File: config.mk
export PLATFORM = sky130hd
export DESIGN_NAME = dct_frame_loader_flat
export DESIGN_NICKNAME = d
export VERILOG_FILES = /design/src/rtl/dct_pkg.sv /design/src/rtl/dct_frame_loader_if.sv /design/src/rtl/dct_frame_loader.sv /design/src/flat_wrapper.sv
export SDC_FILE = /design/constraint.sdc
export NUM_CORES = 1
export LEC_CHECK = 0
export CAP_MARGIN = 10
export CORE_AREA = 2 2 622 624
export CTS_BUF_LIST = sky130_fd_sc_hd__clkbuf_4 sky130_fd_sc_hd__clkbuf_8
export DETAILED_ROUTE_END_ITERATION = 10
export DIE_AREA = 0 0 624 626
export SETUP_SLACK_MARGIN = 0.5
export SYNTH_ARGS = -nofsm -noshare
export SYNTH_HDL_FRONTEND = slang
export SYNTH_SLANG_ARGS = --single-unit
File: constraint.sdc
create_clock -name clk -period 2.3 [get_ports clk]
set_clock_uncertainty 0.1 [all_clocks]
set_input_delay 0.345 -clock clk [delete_from_list [all_inputs] [get_ports clk]]
set_output_delay 0.345 -clock clk [all_outputs]
set_load 0.02 [all_outputs]
File: src/rtl/dct_pkg.sv
// Shared types, limits and the number-code helper for the DCT frame loader.
package dct_pkg;

    typedef enum logic [2:0] {
        FILL,
        DROP,
        START,
        RELEASE,
        RESULT
    } state_t;

    localparam int N_MAX = 16;
    localparam int N_MIN = 8;
    localparam int CNT_W = 5;

    // Frames shorter than N_MIN are zero-padded to an N_MIN-point transform.
    function automatic logic [3:0] number_code(input logic [CNT_W-1:0] n);
        logic [CNT_W-1:0] m;
        if (n < CNT_W'(N_MIN)) begin
            m = CNT_W'(N_MIN - 1);
        end else begin
            m = n - CNT_W'(1);
        end
        return m[3:0];
    endfunction

endpackage

File: src/rtl/dct_frame_loader_if.sv
// Sample stream, dct_top start/ready link and result port of the frame loader.
interface dct_frame_loader_if
    import dct_pkg::*;
#(
    parameter int M = 32
);

    logic                 s_valid;
    logic                 s_ready;
    logic [M-1:0]         s_data;
    logic                 s_last;
    logic [M*N_MAX-1:0]   dct_data;
    logic [3:0]           dct_number;
    logic                 dct_start;
    logic                 dct_ready;
    logic [M*N_MAX-1:0]   dct_out;
    logic                 res_valid;
    logic                 res_ready;
    logic [M*N_MAX-1:0]   res_data;
    logic [4:0]           res_len;
    logic                 trunc_err;

    modport slave (
        input  s_valid, s_data, s_last, dct_ready, dct_out, res_ready,
        output s_ready, dct_data, dct_number, dct_start, res_valid, res_data, res_len, trunc_err
    );

    modport master (
        output s_valid, s_data, s_last, dct_ready, dct_out, res_ready,
        input  s_ready, dct_data, dct_number, dct_start, res_valid, res_data, res_len, trunc_err
    );

endinterface

File: src/rtl/dct_frame_loader.sv
// Packs a 1..16 sample frame for dct_top; start 1 cycle after close, result >=2 cycles after dct_ready.
// Backpressure: s_ready low from frame close until the result is accepted, so one frame is in flight.
module dct_frame_loader
    import dct_pkg::*;
#(
    parameter int M = 32
) (
    input  logic               clk,
    input  logic               rst_n,
    dct_frame_loader_if.slave  bus
);

    state_t                    state;
    state_t                    state_nxt;
    logic [CNT_W-1:0]          cnt;
    logic [CNT_W-1:0]          n_close;
    logic [N_MAX-1:0][M-1:0]   buffer;
    logic [N_MAX-1:0]          slot_we;
    logic                      s_ready_q;
    logic                      dct_start_q;
    logic                      res_valid_q;
    logic [3:0]                dct_number_q;
    logic [4:0]                res_len_q;
    logic [M*N_MAX-1:0]        res_data_q;
    logic                      trunc_err_q;
    logic                      accept;
    logic                      at_last_slot;
    logic                      buf_clr;

    assign accept       = bus.s_valid & s_ready_q;
    assign at_last_slot = (cnt == CNT_W'(N_MAX - 1));
    assign n_close      = cnt + CNT_W'(1);
    assign buf_clr      = (state == RESULT) && bus.res_ready;

    always_comb begin
        state_nxt = state;
        case (state)
            FILL: begin
                if (accept) begin
                    if (bus.s_last) begin
                        state_nxt = START;
                    end else if (at_last_slot) begin
                        state_nxt = DROP;
                    end
                end
            end
            DROP:    if (accept && bus.s_last) state_nxt = START;
            START:   if (bus.dct_ready)        state_nxt = RELEASE;
            // A ready left over from the previous capture must clear before the result is exposed.
            RELEASE: if (!bus.dct_ready)       state_nxt = RESULT;
            RESULT:  if (bus.res_ready)        state_nxt = FILL;
            default: state_nxt = FILL;
        endcase
    end

    // Handshake outputs are registered from the next state so they switch with it.
    always_ff @(posedge clk or negedge rst_n) begin
        if (!rst_n) begin
            state       <= FILL;
            s_ready_q   <= 1'b0;
            dct_start_q <= 1'b0;
            res_valid_q <= 1'b0;
        end else begin
            state       <= state_nxt;
            s_ready_q   <= (state_nxt == FILL) || (state_nxt == DROP);
            dct_start_q <= (state_nxt == START);
            res_valid_q <= (state_nxt == RESULT);
        end
    end

    always_comb begin
        slot_we = '0;
        if ((state == FILL) && accept) begin
            slot_we[cnt[3:0]] = 1'b1;
        end
    end

    always_ff @(posedge clk or negedge rst_n) begin
        if (!rst_n) begin
            buffer <= '0;
        end else begin
            for (int k = 0; k < N_MAX; k++) begin
                if (buf_clr) begin
                    buffer[k] <= '0;
                end else if (slot_we[k]) begin
                    buffer[k] <= bus.s_data;
                end
            end
        end
    end

    always_ff @(posedge clk or negedge rst_n) begin
        if (!rst_n) begin
            cnt          <= '0;
            dct_number_q <= 4'(N_MIN - 1);
            res_len_q    <= 5'(N_MIN);
            res_data_q   <= '0;
            trunc_err_q  <= 1'b0;
        end else begin
            trunc_err_q <= 1'b0;
            case (state)
                FILL: begin
                    if (accept) begin
                        cnt <= n_close;
                        if (bus.s_last || at_last_slot) begin
                            dct_number_q <= number_code(n_close);
                            res_len_q    <= (n_close <= CNT_W'(N_MIN)) ? 5'(N_MIN) : 5'(N_MAX);
                        end
                        if (!bus.s_last && at_last_slot) begin
                            trunc_err_q <= 1'b1;
                        end
                    end
                end
                START: begin
                    if (bus.dct_ready) begin
                        res_data_q <= bus.dct_out;
                    end
                end
                RESULT: begin
                    if (bus.res_ready) begin
                        cnt <= '0;
                    end
                end
                default: ;
            endcase
        end
    end

    assign bus.s_ready    = s_ready_q;
    assign bus.dct_start  = dct_start_q;
    assign bus.res_valid  = res_valid_q;
    assign bus.dct_data   = buffer;
    assign bus.dct_number = dct_number_q;
    assign bus.res_data   = res_data_q;
    assign bus.res_len    = res_len_q;
    assign bus.trunc_err  = trunc_err_q;

endmodule

File: src/flat_wrapper.sv
// flat-port wrapper written by rule: the top's interface ports become plain ports
module dct_frame_loader_flat import dct_pkg::*;
#(
    parameter int M = 32
)
  (clk, rst_n, bus_s_valid, bus_s_data, bus_s_last, bus_dct_ready, bus_dct_out, bus_res_ready, bus_s_ready, bus_dct_data, bus_dct_number, bus_dct_start, bus_res_valid, bus_res_data, bus_res_len, bus_trunc_err);
  dct_frame_loader_if #(.M(M)) bus_i ();
  input  logic clk;
  input  logic rst_n;
  input wire logic [$bits(bus_i.s_valid)-1:0] bus_s_valid;
  input wire logic [$bits(bus_i.s_data)-1:0] bus_s_data;
  input wire logic [$bits(bus_i.s_last)-1:0] bus_s_last;
  input wire logic [$bits(bus_i.dct_ready)-1:0] bus_dct_ready;
  input wire logic [$bits(bus_i.dct_out)-1:0] bus_dct_out;
  input wire logic [$bits(bus_i.res_ready)-1:0] bus_res_ready;
  output wire logic [$bits(bus_i.s_ready)-1:0] bus_s_ready;
  output wire logic [$bits(bus_i.dct_data)-1:0] bus_dct_data;
  output wire logic [$bits(bus_i.dct_number)-1:0] bus_dct_number;
  output wire logic [$bits(bus_i.dct_start)-1:0] bus_dct_start;
  output wire logic [$bits(bus_i.res_valid)-1:0] bus_res_valid;
  output wire logic [$bits(bus_i.res_data)-1:0] bus_res_data;
  output wire logic [$bits(bus_i.res_len)-1:0] bus_res_len;
  output wire logic [$bits(bus_i.trunc_err)-1:0] bus_trunc_err;
  assign bus_i.s_valid = bus_s_valid;
  assign bus_i.s_data = bus_s_data;
  assign bus_i.s_last = bus_s_last;
  assign bus_i.dct_ready = bus_dct_ready;
  assign bus_i.dct_out = bus_dct_out;
  assign bus_i.res_ready = bus_res_ready;
  assign bus_s_ready = bus_i.s_ready;
  assign bus_dct_data = bus_i.dct_data;
  assign bus_dct_number = bus_i.dct_number;
  assign bus_dct_start = bus_i.dct_start;
  assign bus_res_valid = bus_i.res_valid;
  assign bus_res_data = bus_i.res_data;
  assign bus_res_len = bus_i.res_len;
  assign bus_trunc_err = bus_i.trunc_err;
  dct_frame_loader #(.M(M)) u_core (.clk(clk), .rst_n(rst_n), .bus(bus_i));
endmodule
* Yosys cells after proc, flatten, opt, wreduce, memory -nomap -nowiden *
Index checks and enable logic that the tools add are counted.

storage, ports and cells
  logic and storage cells = 123
  input port bits = 550
  register bits = 1045
  output and inout bits = 1037

cells by class
  $add $sub $neg = 2
  eq/ne operators = 10
  magnitude comparators = 4
  mux-type cells = 51
  reductions and logical operators = 30
  bitwise gates (word level) = 1

operators by type and width
  operator                                              count
  2-to-1 mux 32 bit                                     32
  nonzero test 2 bit                                    17
  2-to-1 mux 3 bit                                      7
  2-to-1 mux 16 bit                                     1
  2-to-1 mux 5 bit                                      3
  one-hot mux 3 bit (5 select lines)                    1
  one-hot mux 5 bit (2 select lines)                    1
  == test 3 x 2 -> 1 bit (second input constant)        3
  == test 3 x 1 -> 1 bit (second input constant)        2
  == test 3 bit (second input constant)                 2
  zero test 3 bit                                       2
  AND reduction 3 bit                                   2
  adder 5 x 1 -> 5 bit (second input constant)          1
  == test 5 x 4 -> 1 bit (second input constant)        1
  <= comparator 5 x 4 -> 1 bit (second input constant)  1
  logical AND 1 bit                                     5
  < comparator 4 x 5 -> 1 bit (second input constant)   1
  < comparator 5 x 4 -> 1 bit (second input constant)   1
  demux 1 bit (select 4 bit)                            1
  >= comparator 4 x 1 -> 1 bit (second input constant)  1
  2-to-1 mux 1 bit                                      4
  2-to-1 mux 4 bit                                      1
  subtractor 4 x 1 -> 4 bit (second input constant)     1
  logical OR 1 bit                                      2
  other kinds (5)                                       5

* Longest topological paths before layout *
  depth after elaboration = 7
  depth in mapped cells = 9
  depth with buffers taken out = 6

* Worst setup path after synthesis *
Ideal clock, no wire load.

  path kind = reg2reg
  from = register u_core.state[1]
  to = register u_core.buffer (netlist bit u_core.bus.dct_data[225])
  path buffers = 3
  clock period less this slack = 1.945 ns
  setup time = 0.132 ns
  setup slack = 0.355 ns
  arrival time = 1.713 ns
  required time = 2.068 ns
  cell stages (with the launch flop) = 8
  path through = dfrtp_1 buf_6 and4bb_4 or4b_1 buf_6 buf_12 mux2i_1 nor2_1

between the ends
  word-level cells in the longest chain between the ends = 4
  elaborated cells on any way between the ends = 7
  classes of those cells = eq/ne: 1; mux: 2; reduce/logical: 4

ends and longest elaborated chain
  item                                 RTL line                RTL
  from (decl)                          dct_frame_loader.sv:13  state_t state;
  from (signal assigned)               dct_frame_loader.sv:64  state <= state_nxt;
  zero test 3 bit                      dct_frame_loader.sv:73  if ((state == FILL) && accept) begin
  logical AND 1 bit                    dct_frame_loader.sv:73
  2-to-1 mux 16 bit                    dct_frame_loader.sv:73
  nonzero test 2 bit (no source line)  n/a
  to (signal, indexed assignment)      dct_frame_loader.sv:86  buffer[k] <= bus.s_data;
  to (decl)                            dct_frame_loader.sv:17  logic [N_MAX-1:0][M-1:0] buffer;

Parallel ways exist; a longest one is shown, timed or not.
A chain may end at the register's enable or synchronous reset.

* Worst setup path in the final report *
  from = register u_core.state[2]
  to = register u_core.buffer (netlist bit u_core.bus.dct_data[18])

Same word-level chain as after synthesis.

==> summary.md <==
| Metric | Value |
|---|---|
| Outcome | `completed` |
| Largest net degree at the start of global routing | `139` |
| Layout Cells excl Fill | `10673` |
| Most instantiated library cell after synthesis | `dfrtp_1` |
| Combinational share of power | `0.478` |
| DRT Pass-1 Iters | `5` |
| Final nets | `6005` |
| Power Density | `1310 nW/um^2` |
| CTS tree | `yes` |
| Post-synth top cells | `dfrtp_1 (1038), mux2_2 (513), nand3_1 (390)` |
| Sequential share of power | `0.320` |
| Tmin final | `2.26 ns` |
| CP required | `3.04 ns` |
| Startpoint types | `register` |
| Count of final setup violators | `0` |
| Largest fanout on the critical path | `8` |
| GRT Total Usage | `0.135` |
| Switching Share | `0.416` |
| Inst Count DP | `9668` |
| Starting Density | `0.102` |
| CORE AREA | `384000 um^2` |
| Final Hold Fails | `0` |
| Vias in the first global route | `35795` |
| Post-route ant nets | `0` |
| Vias | `36366` |
| CP arrival | `3.00 ns` |
| Synth cell types | `46` |
| Worst slew pin tran | `0.837 ns` |
| First-pass GRT wire length | `354 mm` |
| Tightest Hold Check Type | `in2reg` |
| Top cell type's share of synthesized area | `0.661` |
| Post-Synthesis Cells | `3063` |
| Leakage | `33.9 nW` |
| R2R Setup Slk | `0.04 ns` |
| Hpwl dp | `224 mm` |
| Switching pwr | `0.0412 W` |
| MaxCap Viol Count | `0` |
| Dpl ws | `-0.806 ns` |
| Root buffer cell | `clkbuf_8` |
| Max frequency | `443 MHz` |
| Cts bufs inserted | `198` |
| Warnings, synthesis | `0` |
| Leading area contributor after synthesis | `dfrtp_1` |
| Vias per cell | `3.41` |
| Clk network pwr share | `0.202` |
| Mean Syn Cell Area | `12.8 um^2` |
| Post-synthesis sequential area ratio | `0.663` |
| Initial drt markers | `3175` |
| IO buf count | `1583` |
| Worst setup path category | `reg2reg` |
| Rows | `228` |
| Mapped cell area | `39300 um^2` |
| Synth top area cells | `dfrtp_1 (66%), mux2_2 (15%), nand3_1 (5.0%)` |
| Total Wirelength | `300 mm` |
| Setup ws final | `0.0412 ns` |
| Initial antenna violation count | `56` |
| Worst IR Drop VDD | `0.777 mV` |
| Grt total ovfl | `0` |
| Slew margin rel. | `0.440` |
| Number of synthesized flops with an enable pin | `0` |
| Die area | `391000 um^2` |
| Clock buffer depth | `4` |
| FFs w/ async S/R, synth | `1.00` |
| RePlAce Congestion | `0.905` |
| I/O Pins | `1587` |
| DIE WIDTH | `624 um` |
| Period utilisation layout | `0.982` |
| Area delta synth->final | `92.6%` |
| #FFs+latches synth | `1042` |
| DR WL/cell | `28.1 um` |
| CP endpoint kind | `register` |
| RSZ-0062 raised after global routing | `true` |
| Clock slew at reported path FFs | `0.06 ns` |
| # clock sinks | `1042` |
| Clk Latency, worst-skew pair | `1.00 ns` |
| Ys flop type | `dfrtp_1` |
| Power Internal | `0.0578 W` |
| H-tree levels | `4` |
| Die height | `626 um` |
| Share of cells above drive strength 1 | `0.342` |
| Final Max Tran Viols | `0` |
| DRC | `0` |
## cells in the final DEF, fill, tap and decap left out, drive strengths merged, types with 17 or more instances in the layout
cell type,count
a21oi,101
buf,861
clkbuf,356
clkdlybuf4s50,548
clkinv,24
dfrtp,1038
diode,17
dlygate4sd2,510
dlygate4sd3,473
mux2,513
mux2i,33
nand2,235
nand3,390
nor2,34
o21ai,393
## per-stage QoR
step / util / power, W / TNS (ns) / hold WS, ns / cell area (um^2)
global placement: 0.164 / 0.0755 / -684.15 / 0.265 / 63100
finish: 0.197 / 0.0990 / 0 / 0.0633 / 75700
CTS: 0.190 / 0.0972 / -11.79 / 0.00145 / 72800
floorplan: - / 0.0481 / 0 / -0.0506 / 39700
global route: 0.197 / 0.103 / -1.77 / 0.0216 / 75700
detailed placement: 0.164 / 0.0757 / -350.27 / 0.269 / 63100
## routing by layer
layer,share of wire,vias up,routed length (um),global-route usage
met5,0.00069,-,207,0.00259
met4,0.038,14,11300,0.0488
met3,0.082,417,24700,0.0417
met2,0.51,1769,152000,0.235
met1,0.37,18615,112000,0.154
li1,-,15551,-,-
## logic make-up (layout without fill, tap and decap cells)
group	count (synthesis)	in the layout	synth area share
other	1	20	0.0000954
XOR/XNOR	5	5	0.00111
AND/OR/NAND/NOR	691	691	0.0825
multiplexers	546	546	0.155
buffers and inverters	268	2799	0.0307
adder cells (fa/ha/maj)	6	6	0.00191
AO/OA/AOI/OAI	504	504	0.0651
flip-flops	1042	1042	0.663
## area by class of cell
| class | instances | area, um^2 |
|---|---|---|
| fillers | 41789 | 309000 |
| flip-flops and latches | 1042 | 26100 |
| repair buffers | 2443 | 25900 |
| multi-input cells | 1755 | 13100 |
| well taps | 5060 | 6330 |
| clock buffers | 309 | 3850 |
| clock inverters | 38 | 363 |
| diodes | 17 | 42.5 |
| inverters | 9 | 33.8 |
## worst max-delay path: stages, from the launching register on
cell       delay (ns)
dfrtp_2          0.45
buf_6            0.14
nor4b_4          0.27
buf_4            0.19
buf_12           0.12
nand4_1          0.14
buf_6            0.20
buf_12           0.15
clkbuf_16        0.20
o21ai_2          0.12
## power groups by stage
stage,logic [W],registers (W),clock network [W]
3_5_place_dp,0.0448,0.0309,0
5_1_grt,0.0491,0.0323,0.0212
6_report,0.0473,0.0317,0.0200
3_3_place_gp,0.0446,0.0308,0
4_1_cts,0.0454,0.0314,0.0205
2_1_floorplan,0.00964,0.0384,0
## registers in the layout, indices dropped and copies added, names as in the netlist
signal / count
u_core.bus.trunc_err: 1
u_core.bus.dct_start: 1
u_core.bus.res_data: 512
u_core.cnt: 5
u_core.bus.res_len: 2
u_core.bus.dct_number: 4
u_core.state: 3
u_core.bus.s_ready: 1
u_core.bus.dct_data: 512
u_core.bus.res_valid: 1
## worst paths after layout
path / cells after the start / to / start
setup / recovery: 9 / u_core.bus.dct_data[18]$_DFFE_PN0P_ / u_core.state[2]$_DFF_PN0_
hold / removal: 2 / u_core.bus.res_data[325]$_DFFE_PN0P_ / bus_dct_out[325]
setup reg to reg: 9 / u_core.bus.dct_data[18]$_DFFE_PN0P_ / u_core.state[2]$_DFF_PN0_
hold reg to reg: 2 / u_core.bus.dct_number[1]$_DFFE_PN1P_ / u_core.bus.dct_number[1]$_DFFE_PN1P_
max in group asynchronous: 3 / u_core.bus.res_data[293]$_DFFE_PN0P_ / rst_n
min in group asynchronous: 3 / u_core.bus.dct_data[152]$_DFFE_PN0P_ / rst_n
## repair_timing
| item | in CTS | in global routing |
|---|---|---|
| buffers inserted | 66 | 33 |
| hold endpoints to repair | 1600 | 0 |
| gates cloned | 2 | 67 |
| hold buffers | 473 | 0 |
| pin swaps | 4 | 26 |
| resized for setup | 3602 | 420 |
| setup endpoints to repair | 2069 | 2070 |
Power figures use the tool's default switching activity.
